==> src/rtl/sum_collector_pkg.sv <==
// ============================================================================
// sum_collector_pkg : shared widths and result type for the sum collector
// Rev 1.0
// ============================================================================
`default_nettype none

package sum_collector_pkg;
   localparam int WIDTH_DEFAULT = 9;
   localparam int DEPTH_DEFAULT = 4;
   localparam int DROP_CNT_W    = 8;
   localparam int CARRY_CNT_W   = 16;

   typedef logic [WIDTH_DEFAULT-1:0] sum_t;
endpackage

`default_nettype wire

==> src/rtl/sum_fifo.sv <==
// ============================================================================
// sum_fifo : power-of-two FIFO with registered level and head read
// Rev 1.0
// ============================================================================
`default_nettype none

module sum_fifo
   import sum_collector_pkg::*;
#(
   parameter int DEPTH = DEPTH_DEFAULT,
   parameter int WIDTH = WIDTH_DEFAULT
) (
   input  logic                     clk,
   input  logic                     rst_n,
   input  logic                     push_i,
   input  logic                     pop_i,
   input  logic [WIDTH-1:0]         wdata_i,
   output logic [WIDTH-1:0]         rdata_o,
   output logic [$clog2(DEPTH):0]   level_o,
   output logic                     full_o,
   output logic                     empty_o
);
   localparam int AW = $clog2(DEPTH);
   localparam int LW = AW + 1;

   logic [WIDTH-1:0] mem_q [DEPTH];
   logic [AW-1:0]    wr_ptr_q, rd_ptr_q;
   logic [LW-1:0]    level_q, level_d;

   always_comb begin
      level_d = level_q;
      if (push_i && !pop_i)
         level_d = level_q + LW'(1);
      else if (!push_i && pop_i)
         level_d = level_q - LW'(1);
   end

   // Storage is cleared on reset so the head reads 0 out of reset.
   always_ff @(posedge clk) begin
      if (!rst_n) begin
         for (int i = 0; i < DEPTH; i++)
            mem_q[i] <= '0;
         wr_ptr_q <= '0;
         rd_ptr_q <= '0;
         level_q  <= '0;
      end else begin
         if (push_i) begin
            mem_q[wr_ptr_q] <= wdata_i;
            wr_ptr_q        <= wr_ptr_q + AW'(1);
         end
         if (pop_i)
            rd_ptr_q <= rd_ptr_q + AW'(1);
         level_q <= level_d;
      end
   end

   assign rdata_o = mem_q[rd_ptr_q];
   assign level_o = level_q;
   assign full_o  = (level_q == LW'(DEPTH));
   assign empty_o = (level_q == '0);
endmodule

`default_nettype wire

==> src/rtl/sum_collector.sv <==
// ============================================================================
// sum_collector : buffers adder results, valid/ready out, drop/carry stats
// Rev 1.0
// ============================================================================
`default_nettype none

module sum_collector
   import sum_collector_pkg::*;
#(
   parameter int DEPTH = DEPTH_DEFAULT,
   parameter int WIDTH = WIDTH_DEFAULT
) (
   input  logic                     clk,
   input  logic                     rst_n,
   input  logic [WIDTH-1:0]         in_sum,
   input  logic                     in_valid,
   output logic [WIDTH-1:0]         out_data,
   output logic                     out_valid,
   input  logic                     out_ready,
   output logic [$clog2(DEPTH):0]   level,
   output logic                     overflow,
   output logic [DROP_CNT_W-1:0]    drop_cnt,
   output logic [CARRY_CNT_W-1:0]   carry_cnt,
   input  logic                     ovf_clr
);
   logic w_push, w_pop, w_drop, w_full, w_empty;
   logic                   overflow_q, overflow_d;
   logic [DROP_CNT_W-1:0]  drop_cnt_q, drop_cnt_d;
   logic [CARRY_CNT_W-1:0] carry_cnt_q, carry_cnt_d;

   // A pop on a full FIFO frees the slot this same push lands in.
   assign w_pop  = out_valid & out_ready;
   assign w_push = in_valid & (~w_full | w_pop);
   assign w_drop = in_valid & ~w_push;

   sum_fifo #(.DEPTH(DEPTH), .WIDTH(WIDTH)) u_fifo (
      .clk     (clk),
      .rst_n   (rst_n),
      .push_i  (w_push),
      .pop_i   (w_pop),
      .wdata_i (in_sum),
      .rdata_o (out_data),
      .level_o (level),
      .full_o  (w_full),
      .empty_o (w_empty)
   );

   assign out_valid = ~w_empty;

   always_comb begin
      overflow_d  = overflow_q;
      drop_cnt_d  = drop_cnt_q;
      carry_cnt_d = carry_cnt_q;
      if (ovf_clr) begin
         overflow_d = w_drop;
         drop_cnt_d = w_drop ? DROP_CNT_W'(1) : '0;
      end else if (w_drop) begin
         overflow_d = 1'b1;
         if (drop_cnt_q != '1)
            drop_cnt_d = drop_cnt_q + DROP_CNT_W'(1);
      end
      if (w_push && in_sum[WIDTH-1])
         carry_cnt_d = carry_cnt_q + CARRY_CNT_W'(1);
   end

   always_ff @(posedge clk) begin
      if (!rst_n) begin
         overflow_q  <= 1'b0;
         drop_cnt_q  <= '0;
         carry_cnt_q <= '0;
      end else begin
         overflow_q  <= overflow_d;
         drop_cnt_q  <= drop_cnt_d;
         carry_cnt_q <= carry_cnt_d;
      end
   end

   assign overflow  = overflow_q;
   assign drop_cnt  = drop_cnt_q;
   assign carry_cnt = carry_cnt_q;
endmodule

`default_nettype wire

==> config.mk <==
export PLATFORM = sky130hd
export DESIGN_NAME = sum_collector
export DESIGN_NICKNAME = d
export VERILOG_FILES = /design/src/rtl/sum_collector_pkg.sv /design/src/rtl/sum_fifo.sv /design/src/rtl/sum_collector.sv
export SDC_FILE = /design/constraint.sdc
export NUM_CORES = 1
export LEC_CHECK = 0
export ABC_CLOCK_PERIOD_IN_PS = 5400
export CORE_ASPECT_RATIO = 1.5
export CORE_MARGIN = 2
export CORE_UTILIZATION = 57
export DETAILED_ROUTE_END_ITERATION = 10
export PLACE_DENSITY = 0.86
export SKIP_LAST_GASP = 1
export SLEW_MARGIN = 0
export SYNTH_ARGS = -nofsm -noshare
export SYNTH_HDL_FRONTEND = slang
export SYNTH_SLANG_ARGS = --single-unit
==> constraint.sdc <==
create_clock -name clk -period 5.4 [get_ports clk]
set_input_delay 1.08 -clock clk [delete_from_list [all_inputs] [get_ports clk]]
set_output_delay 1.08 -clock clk [all_outputs]
set_load 0.02 [all_outputs]
==> results.md <==
* CTS tree: built
* GRT Resource Usage Total at 0.2280
* First-pass DRT Iterations at 4
* Pwr Total at 0.001483 W
* Fraction of layout cells with a size suffix above 1 at 0.09226
* Longest Clk Path Bufs at 2
* H-Tree Depth at 3
* Synth Flop Type: edfxtp_1
* RSZ-0062 raised after global routing: false
* Overflow after GRT at 0
* Post-Syn Area at 3167 um2
* Core box area at 5409 um2
* Endpoints failing setup at 0
* Actual slew at the worst max-slew pin at 1.122 ns
* Multi-input gate area at 1299 um2
* Die Wd at 64.86 um
* Fmax at 0.3058 GHz
* Drt via density at 5.611
* Ports at 52
* Class of the most critical setup path: register to output port
* Vias at 2278
* First-pass GRT wire length at 10470 um
* Pwr/cell area at 375.2 nW/um2
* Clock Pin Slew Worst Setup and Hold Paths at 0.07 ns
* CTS buffer count at 9
* Most frequent cells in the layout: clkdlybuf4s50_1 (51), edfxtp_1 (36), dfxtp_1 (34)
* Worst Path Max Fanout at 9
* Arr. time, crit path at 2.19 ns
* Worst hold path class: register to register
* Synth cell types at 47
* Worst Setup End Kind: output port
* Crit-path max cell delay at 0.70 ns
* Die Span Y at 95.29 um
* Fill cells at 386
* Yosys top cell area share at 0.3414
* Post-CTS Hold Buffers at 0
* Max Slew Vio Count at 0
* Starting Density at 0.5855
* Std-Cell Rows at 33
* Synth warnings at 0
* Area leader, netlist: edfxtp_1
* IO buf count at 51
* Design Area, Final at 3953 um2
* Final period utilization at 0.6055
* DIE AREA at 6181 um2
* Worst Path Required at 4.32 ns
* Top post-synthesis cells by area: edfxtp_1 (34%), dfxtp_1 (21%), mux4_2 (6.4%), and2_1 (4.5%), nand2_1 (2.6%)
* Clock sink total at 70
* Avg Inst Size Synth at 11.39 um2
* Leakage power at 1.459 nW
* Area growth from synthesis to layout at 24.81%
* CTS root buf: clkbuf_8
* Antenna-violating nets left at 0
* CTS-repair resized insts at 0
* Initial drt markers at 101
* Synthesized netlist cell count at 278
* Max Clock Skew at 0.008810 ns
* Placed cell area at 3737 um2
* Min cycle time layout at 3.270 ns
* Number of global-route vias before repair at 2250
* DR WL/cell at 15.92 um
* Final TNS setup at 0 ns
* Initial antenna violation count at 0
* WHS at 0.4683 ns
* Syn Nets at 296
* Status: finished, final reports clean
* Max-slew headroom at 0.2442
* Max Cap Viol at 0
* Sequential fraction of the synthesis area at 0.5563
* Pin count of the biggest net entering global routing at 37
* EDFF count, synth at 36
* Ys async rst share at 0
* Hold Fails Final Rpt at 0
* Antenna cells at 0
* Slowest cell on crit path: dfxtp_1
* Postcts setup bufs at 0
* Delay-heaviest family, CP: flip-flops
* Commonest non-fill, non-tap cell in the layout: clkdlybuf4s50_1
* Clk_lat worst skew at 0.35 ns
* HPWL after DPL at 4634 um
* GPL Wtd Cong at 0.7746
* Worst VDD drop at 207.2 uV
* FF/Latch Area at 1762 um2
* WP buf/inv at 1
* Layout Nets at 349
* Worst path cell trace: mux4_2 -> clkdlybuf4s50_1
* #FFs+latches synth at 70
* # DRC at 0
* Total wire length at 6464 um
* Setup crit start kind: register
routing by layer:
layer  GRT usage  part of all wire  vias to the layer above
li1            -                 -                     1105
met1      0.2443              0.39                     1093
met2      0.4167              0.54                       67
met3     0.06494             0.052                       13
met4     0.09220             0.017                        0
met5           0                 0                        -
report_power, final:
part	internal (W)	switching (W)
clock network	0.000260	0.000197
logic	0.000189	0.000168
registers	0.000613	0.0000570
worst paths after layout:
| check | startpoint | end | slack [ns] | depth (start not counted) |
|---|---|---|---|---|
| worst max-delay path | register | out_data[1] | 2.13 | 2 |
| worst min-delay path | carry_cnt[15] | carry_cnt[15] | 0.47 | 2 |
| worst max register to register | u_fifo.level_o[0] | u_fifo.level_o[2] | 2.89 | 9 |
| worst min register to register | carry_cnt[15] | carry_cnt[15] | 0.47 | 2 |
kinds of logic after synthesis:
kind of cell | count (synthesis) | synth area share
muxes | 12 | 0.07349
AOI/OAI and AO/OA | 32 | 0.06717
and+or+nand+nor | 119 | 0.2106
DFF | 70 | 0.5563
adders and majority gates | 4 | 0.01818
xor gates and xnor gates | 14 | 0.03872
buffers and inverters | 27 | 0.03556
worst register-to-register path, delay by kind of cell, from the launching register on:
family	cells	cell delay [ns]
buffers and inverters	2	0.15
adder cells (fa/ha/maj)	2	0.38
flip-flops	1	0.39
XOR/XNOR	1	0.07
AND/OR/NAND/NOR	3	1.25
AO/OA/AOI/OAI	1	0.20
metrics by stage:
stage / setup WS, ns / cells / utilization
global placement: 1.945 / 390 / 0.6910
floorplan: 2.560 / 278 / -
global route: 1.987 / 406 / 0.7307
detailed placement: 1.814 / 390 / 0.6910
CTS: 2.072 / 406 / 0.7307
finish: 2.130 / 406 / 0.7307
Yosys cell counts, types with 2 or more instances:
master    number
or4_1          2
ha_1           3
nor3_1         2
nand2_1       22
xnor2_1        9
dfxtp_1       34
nor2b_1        4
nor2_1        22
mux4_2         9
a31oi_1        3
mux2i_1        3
nand2b_1       5
a21boi_0       4
buf_1          2
clkbuf_1       6
edfxtp_1      36
nor4_1         4
a21oi_1        4
a21boi_1       2
buf_2          3
nand4_1        4
and4_1         4
o31ai_1        2
or3_1          5
inv_1         15
a211oi_1       3
and3_1         4
xor2_1         5
nor4b_1        2
o21ai_0        7
nand3_1       10
and2_1        23
cell type report:
cell class / instances / area share
Clock buffer: 10 / 0.03229
Clock inverter: 6 / 0.02216
Inverter: 15 / 0.01425
Multi-Input combinational cell: 181 / 0.3286
Sequential cell: 70 / 0.4457
Tap cell: 70 / 0.02216
Timing Repair Buffer: 54 / 0.1349
registers in the layout, indices dropped and copies added, names as in the netlist, named ones only:
register	count
overflow	1
u_fifo.mem_q	36
u_fifo.wr_ptr_q	2
u_fifo.rd_ptr_q	2
carry_cnt	16
u_fifo.level_o	3
drop_cnt	8
No activity file was read; power rests on OpenSTA's default activity.
